$ cat config.mk
export PLATFORM = sky130hd
export DESIGN_NAME = gamepad_scanner
export DESIGN_NICKNAME = d
export VERILOG_FILES = /design/src/rtl/gamepad_scanner.sv
export SDC_FILE = /design/constraint.sdc
export NUM_CORES = 1
export LEC_CHECK = 0
export BUFFER_PORTS_ARGS = -buffer_cell sky130_fd_sc_hd__clkbuf_2
export CAP_MARGIN = 20
export CORE_ASPECT_RATIO = 1.25
export CORE_UTILIZATION = 52
export DETAILED_ROUTE_END_ITERATION = 6
export PLACE_DENSITY = 0.77
export SKIP_CTS_REPAIR_TIMING = 1
export SLEW_MARGIN = 20
export SYNTH_ARGS = -nofsm -noshare
export SYNTH_HDL_FRONTEND = slang
export SYNTH_SLANG_ARGS = --single-unit
$ cat constraint.sdc
create_clock -name clk -period 2.9 [get_ports clk]
set_input_delay 0.145 -clock clk [delete_from_list [all_inputs] [get_ports clk]]
set_output_delay 0.145 -clock clk [all_outputs]
set_load 0.1 [all_outputs]
$ cat src/rtl/gamepad_scanner.sv
// Serial gamepad sequencer: one latch pulse, BUTTON_COUNT clock pulses, both pads sampled LSB first.
// Define GAMEPAD_SYNC_EN to pass the pad data pins through 2-flop synchronizers (needs CLK_DIV >= 3).
module gamepad_scanner #(
  parameter int CLK_DIV      = 4,
  parameter int BUTTON_COUNT = 16
) (
  input  logic                    clk,
  input  logic                    reset,
  input  logic                    start,
  output logic                    busy,
  output logic                    gamepad_latch,
  output logic                    gamepad_clk,
  input  logic                    p1_data,
  input  logic                    p2_data,
  output logic [BUTTON_COUNT-1:0] p1_buttons,
  output logic [BUTTON_COUNT-1:0] p2_buttons,
  output logic                    valid
);

  typedef enum logic [2:0] {
    ST_IDLE,
    ST_LATCH,
    ST_CLK_LO,
    ST_CLK_HI,
    ST_DONE
  } state_t;

  localparam logic [7:0] DIV_LOAD = 8'(CLK_DIV - 1);
  localparam logic [5:0] LAST_IDX = 6'(BUTTON_COUNT - 1);

  state_t                  state_reg, state_next;
  logic [7:0]              div_reg, div_next;
  logic [5:0]              idx_reg, idx_next;
  logic                    latch_reg, latch_next;
  logic                    gclk_reg, gclk_next;
  logic                    busy_reg, busy_next;
  logic                    valid_reg, valid_next;
  logic                    capture;
  logic [BUTTON_COUNT-1:0] cap_mask;
  logic [BUTTON_COUNT-1:0] p1_shift_reg, p2_shift_reg;
  logic [BUTTON_COUNT-1:0] p1_buttons_reg, p2_buttons_reg;
  logic                    p1_sample, p2_sample;

`ifdef GAMEPAD_SYNC_EN
  logic [1:0] p1_sync_reg, p2_sync_reg;

  // Pins idle high (no button pressed), so the synchronizers reset to 1.
  always_ff @(posedge clk or posedge reset) begin
    if (reset) begin
      p1_sync_reg <= 2'b11;
      p2_sync_reg <= 2'b11;
    end else begin
      p1_sync_reg <= {p1_sync_reg[0], p1_data};
      p2_sync_reg <= {p2_sync_reg[0], p2_data};
    end
  end

  assign p1_sample = p1_sync_reg[1];
  assign p2_sample = p2_sync_reg[1];

  if (CLK_DIV < 3) begin : g_bad_clk_div
    $fatal(1, "gamepad_scanner: CLK_DIV must be >= 3 with GAMEPAD_SYNC_EN");
  end
`else
  assign p1_sample = p1_data;
  assign p2_sample = p2_data;
`endif

  // The LATCH state reuses the bit index as a half counter, so the 8-bit
  // divider only ever counts one CLK_DIV period.
  always_comb begin
    state_next = state_reg;
    div_next   = div_reg;
    idx_next   = idx_reg;
    latch_next = 1'b0;
    gclk_next  = 1'b1;
    valid_next = 1'b0;
    capture    = 1'b0;

    case (state_reg)
      ST_IDLE: begin
        if (start) begin
          state_next = ST_LATCH;
          div_next   = DIV_LOAD;
          idx_next   = 6'd0;
          latch_next = 1'b1;
        end
      end

      ST_LATCH: begin
        latch_next = 1'b1;
        if (div_reg != 8'd0) begin
          div_next = div_reg - 8'd1;
        end else if (idx_reg == 6'd0) begin
          idx_next = 6'd1;
          div_next = DIV_LOAD;
        end else begin
          state_next = ST_CLK_LO;
          idx_next   = 6'd0;
          div_next   = DIV_LOAD;
          latch_next = 1'b0;
          gclk_next  = 1'b0;
          capture    = 1'b1;
        end
      end

      ST_CLK_LO: begin
        gclk_next = 1'b0;
        if (div_reg != 8'd0) begin
          div_next = div_reg - 8'd1;
        end else begin
          state_next = ST_CLK_HI;
          div_next   = DIV_LOAD;
          gclk_next  = 1'b1;
        end
      end

      ST_CLK_HI: begin
        if (div_reg != 8'd0) begin
          div_next = div_reg - 8'd1;
        end else if (idx_reg == LAST_IDX) begin
          state_next = ST_DONE;
          idx_next   = idx_reg + 6'd1;
          div_next   = 8'd0;
          valid_next = 1'b1;
        end else begin
          state_next = ST_CLK_LO;
          idx_next   = idx_reg + 6'd1;
          div_next   = DIV_LOAD;
          gclk_next  = 1'b0;
          capture    = 1'b1;
        end
      end

      ST_DONE: begin
        state_next = ST_IDLE;
        div_next   = 8'd0;
        idx_next   = 6'd0;
      end

      default: begin
        state_next = ST_IDLE;
        div_next   = 8'd0;
        idx_next   = 6'd0;
      end
    endcase

    busy_next = (state_next != ST_IDLE);
  end

  // One-hot write enable: the bit being captured is the index we are entering CLK_LO with.
  for (genvar gi = 0; gi < BUTTON_COUNT; gi++) begin : g_cap_mask
    assign cap_mask[gi] = capture && (idx_next == 6'(gi));
  end

  always_ff @(posedge clk or posedge reset) begin
    if (reset) begin
      state_reg <= ST_IDLE;
      div_reg   <= 8'd0;
      idx_reg   <= 6'd0;
      latch_reg <= 1'b0;
      gclk_reg  <= 1'b1;
      busy_reg  <= 1'b0;
      valid_reg <= 1'b0;
    end else begin
      state_reg <= state_next;
      div_reg   <= div_next;
      idx_reg   <= idx_next;
      latch_reg <= latch_next;
      gclk_reg  <= gclk_next;
      busy_reg  <= busy_next;
      valid_reg <= valid_next;
    end
  end

  // Pad data is active-low; stored words use 1 = pressed.
  always_ff @(posedge clk or posedge reset) begin
    if (reset) begin
      p1_shift_reg <= '0;
      p2_shift_reg <= '0;
    end else begin
      p1_shift_reg <= (p1_shift_reg & ~cap_mask) | ({BUTTON_COUNT{~p1_sample}} & cap_mask);
      p2_shift_reg <= (p2_shift_reg & ~cap_mask) | ({BUTTON_COUNT{~p2_sample}} & cap_mask);
    end
  end

  always_ff @(posedge clk or posedge reset) begin
    if (reset) begin
      p1_buttons_reg <= '0;
      p2_buttons_reg <= '0;
    end else if (valid_next) begin
      p1_buttons_reg <= p1_shift_reg;
      p2_buttons_reg <= p2_shift_reg;
    end
  end

  assign busy          = busy_reg;
  assign gamepad_latch = latch_reg;
  assign gamepad_clk   = gclk_reg;
  assign valid         = valid_reg;
  assign p1_buttons    = p1_buttons_reg;
  assign p2_buttons    = p2_buttons_reg;

endmodule

==> flow_summary.rst <==
.. list-table::
   :header-rows: 1

   * - Metric
     - Value
   * - Main synth FF type
     - sky130_fd_sc_hd__dfrtp_1
   * - Height of the die
     - 97.2 um
   * - All-layer global routing usage
     - 22.1%
   * - Mean number of vias per cell
     - 5.54
   * - Crit Path Category
     - reg -> reg
   * - Synth Cell Area
     - 3770 sq um
   * - Area leader, netlist
     - sky130_fd_sc_hd__dfrtp_1
   * - Net Count, Synth
     - 327
   * - Post-synth top area share
     - 55.7%
   * - Cell Rows
     - 34
   * - Via count of the first global-routing pass
     - 2702
   * - Final routed DRC violation total
     - 0
   * - Cell types occupying the most area after synthesis
     - sky130_fd_sc_hd__dfrtp_1 (56%), sky130_fd_sc_hd__mux2_2 (9.6%), sky130_fd_sc_hd__mux2i_1 (6.6%)
   * - PortBufs
     - 40
   * - Post-layout utilization of the core
     - 64.8%
   * - Number of nets in the finished design
     - 392
   * - Clk pin slew, worst setup/hold paths
     - 0.08 ns
   * - Critical Path End Type
     - register
   * - CP delay by family, top
     - simple AND/OR/NAND/NOR gates
   * - Post-layout minimum cycle time
     - 2.83 ns
   * - Worst skew pair latency
     - 0.36 ns
   * - Post-route setup TNS
     - 0 ns
   * - Post-route insts no fill
     - 479
   * - Synthesized netlist cell count
     - 319
   * - Min-delay worst type
     - in -> reg
   * - Via count
     - 2653
   * - Pwr per Cell Area
     - 718 nW/um^2
   * - Cell breakdown of the critical path
     - or4_4, or4b_4, o311a_4, nor2_8, inv_2, buf_4, or3_1, o21ai_1
   * - Area of the die
     - 7600 sq um
   * - Tightest hold margin
     - 0.145 ns
   * - 1st-pass router iterations
     - 5
   * - Fraction of final layout cells with drive strength greater than 1
     - 37.3%
   * - Core Footprint
     - 6980 sq um
   * - Run status
     - finished clean
   * - Distinct cells, synth
     - 49
   * - Most numerous cell types in the synthesized netlist
     - sky130_fd_sc_hd__dfrtp_1 (84), sky130_fd_sc_hd__mux2_2 (32), sky130_fd_sc_hd__inv_1 (30)
   * - Cell area after layout
     - 4520 sq um
   * - Worst clock skew on the final layout
     - 0.00654 ns
   * - Sink count of the clock tree
     - 85
   * - # IOs
     - 41
   * - Library cell contributing the largest single delay on the critical path
     - sky130_fd_sc_hd__or4b_4
   * - Number of pins exceeding their max-slew limit in the final report
     - 0
   * - Category of the worst setup path launch point
     - register
   * - Highest clock frequency the design can meet
     - 0.354 GHz
   * - Effective utilization at floorplan
     - 54.1%
   * - Leak
     - 2.23 nW
   * - Dpl hpwl
     - 5.26 mm
   * - Number of hold violations in the final report
     - 0
   * - First-pass GRT wire length
     - 12.8 mm
   * - Register bit count reported by yosys
     - 85
   * - Worst path buffer plus inverter count
     - 2
   * - Post-route fraction of the period consumed by the critical path
     - 97.5%
   * - Clock buffers created by TritonCTS
     - 9
   * - Number of fill cells in the layout
     - 549
   * - Clock Tree Buf Depth
     - 2
   * - Relative slew slack
     - 54.9%
   * - Number of flops mapped to enable cells by yosys
     - 0
   * - Cell Area, Placed
     - 4240 sq um
   * - Wire length per cell after detailed routing
     - 15.8 um
   * - Clock tree from TritonCTS
     - built
   * - Ys async rst share
     - 100%
   * - Critical path data arrival time
     - 3.12 ns
   * - Initial DRC count
     - 151
   * - Dpl cells
     - 461
   * - Setup repair after global routing missed its margin
     - yes
   * - Synth Area per Inst
     - 11.8 sq um
   * - Post-route ant nets
     - 0
   * - Maximum fanout encountered on the critical timing path
     - 6
   * - Sequential fraction of the synthesis area
     - 56.4%
   * - Number of violations of the max-capacitance limit
     - 0
   * - Transition time of the tightest slew-check pin
     - 0.676 ns
   * - Number of failing setup endpoints in the final timing report
     - 0
   * - Synth-to-layout area growth
     - 19.8%
   * - Diodes inserted
     - 0
   * - IR Drop Worst-Case VDD
     - 0.000586 V
   * - Total global routing overflow
     - 0
   * - Clock Tree Root
     - sky130_fd_sc_hd__clkbuf_8
   * - Horizontal die dimension
     - 78.2 um
   * - Gpl congestion
     - 0.910
   * - Crit path required time
     - 3.19 ns
   * - Pin count of the biggest net entering global routing
     - 50
   * - Total routed wirelength
     - 7.57 mm
   * - Initial antenna violation count
     - 0
   * - Number of warnings reported in the yosys synthesis log
     - 0
   * - Delay of the slowest cell on the worst path
     - 0.59 ns
   * - Leading cell type by number of instances after synthesis
     - sky130_fd_sc_hd__dfrtp_1
   * - Depth of the CTS H-tree
     - 3
where the power goes:
group,switching [mW],internal (mW)
clock,0.434,0.317
combinational,0.624,0.429
sequential,0.123,1.32
path summary, 6_finish.rpt:
check / to / from / cells after the start / slack, ns
setup / recovery: register / div_reg[5] / 8 / 0.07
hold / removal: gamepad_latch / start / 2 / 0.15
setup reg to reg: register / div_reg[5] / 8 / 0.07
hold reg to reg: p1_buttons[5] / register / 1 / 0.51
max in group asynchronous: idx_reg[4] / reset / 4 / 1.82
min in group asynchronous: div_reg[1] / reset / 3 / 0.39
stage by stage:
stage                     worst slack (ns)  total power, mW
final                               0.0718             3.24
after global routing               -0.0680             3.44
after CTS                         -0.00362             3.19
after detailed placement            0.0206             2.44
after global placement              0.0114             2.40
after floorplan                     0.0283             2.12
logic make-up after synthesis:
logic type	count (synthesis)	synth area share, %
DFF	85	56.4
and+or+nand+nor	76	11.9
muxes	57	16.2
AOI/OAI and AO/OA	48	8.46
buffers and inverters	44	4.61
xor gates and xnor gates	6	1.39
adders and majority gates	3	0.995
layer usage:
metal | up-vias | global-route usage, % | share of wire [%]
met4 | 0 | 9.26 | 2.1
met1 | 1330 | 26.7 | 41
li1 | 1239 | - | -
met2 | 71 | 37.8 | 53
met3 | 13 | 4.69 | 3.5
met5 | - | 0 | 0
cells in the final DEF, fill, tap and decap left out, types with 2 or more instances in the layout:
master / count
sky130_fd_sc_hd__dfrtp_1: 84
sky130_fd_sc_hd__o21ai_2: 2
sky130_fd_sc_hd__buf_4: 24
sky130_fd_sc_hd__nor2_1: 13
sky130_fd_sc_hd__mux2i_1: 25
sky130_fd_sc_hd__nand2b_1: 4
sky130_fd_sc_hd__mux2_2: 32
sky130_fd_sc_hd__a21o_1: 2
sky130_fd_sc_hd__and3_1: 3
sky130_fd_sc_hd__clkinvlp_4: 2
sky130_fd_sc_hd__o211a_1: 2
sky130_fd_sc_hd__nor3_1: 5
sky130_fd_sc_hd__nor4_1: 2
sky130_fd_sc_hd__o21ai_0: 7
sky130_fd_sc_hd__buf_12: 2
sky130_fd_sc_hd__or2_1: 2
sky130_fd_sc_hd__clkinv_2: 2
sky130_fd_sc_hd__inv_1: 29
sky130_fd_sc_hd__or3_1: 8
sky130_fd_sc_hd__nand4_1: 5
sky130_fd_sc_hd__inv_6: 2
sky130_fd_sc_hd__o22ai_1: 2
sky130_fd_sc_hd__a21oi_1: 7
sky130_fd_sc_hd__clkbuf_2: 40
sky130_fd_sc_hd__nor3_2: 3
sky130_fd_sc_hd__xnor2_1: 5
sky130_fd_sc_hd__ha_1: 3
sky130_fd_sc_hd__nor2_2: 7
sky130_fd_sc_hd__o21ai_1: 9
sky130_fd_sc_hd__clkbuf_8: 9
sky130_fd_sc_hd__nand2_1: 8
sky130_fd_sc_hd__o31ai_1: 8
worst register-to-register path: stages, from the launching register on:
cell and delay (ns):
sky130_fd_sc_hd__dfrtp_1 0.39, sky130_fd_sc_hd__or4_4 0.54, sky130_fd_sc_hd__or4b_4 0.59, sky130_fd_sc_hd__o311a_4 0.35
sky130_fd_sc_hd__nor2_8 0.13, sky130_fd_sc_hd__inv_2 0.06, sky130_fd_sc_hd__buf_4 0.15, sky130_fd_sc_hd__or3_1 0.41
sky130_fd_sc_hd__o21ai_1 0.14
final cells by class:
cell class                 instances  area, sq um  area share, %
sequential                        85         2130           47.1
multi-input combinational        190         1560           34.4
timing repair buffer              67          430           9.52
clock buffer                      10          128           2.82
inverter                          31          118           2.60
tap                               90          113           2.49
clock inverter                     6         46.3           1.02
(Power assumes the default switching activity.)
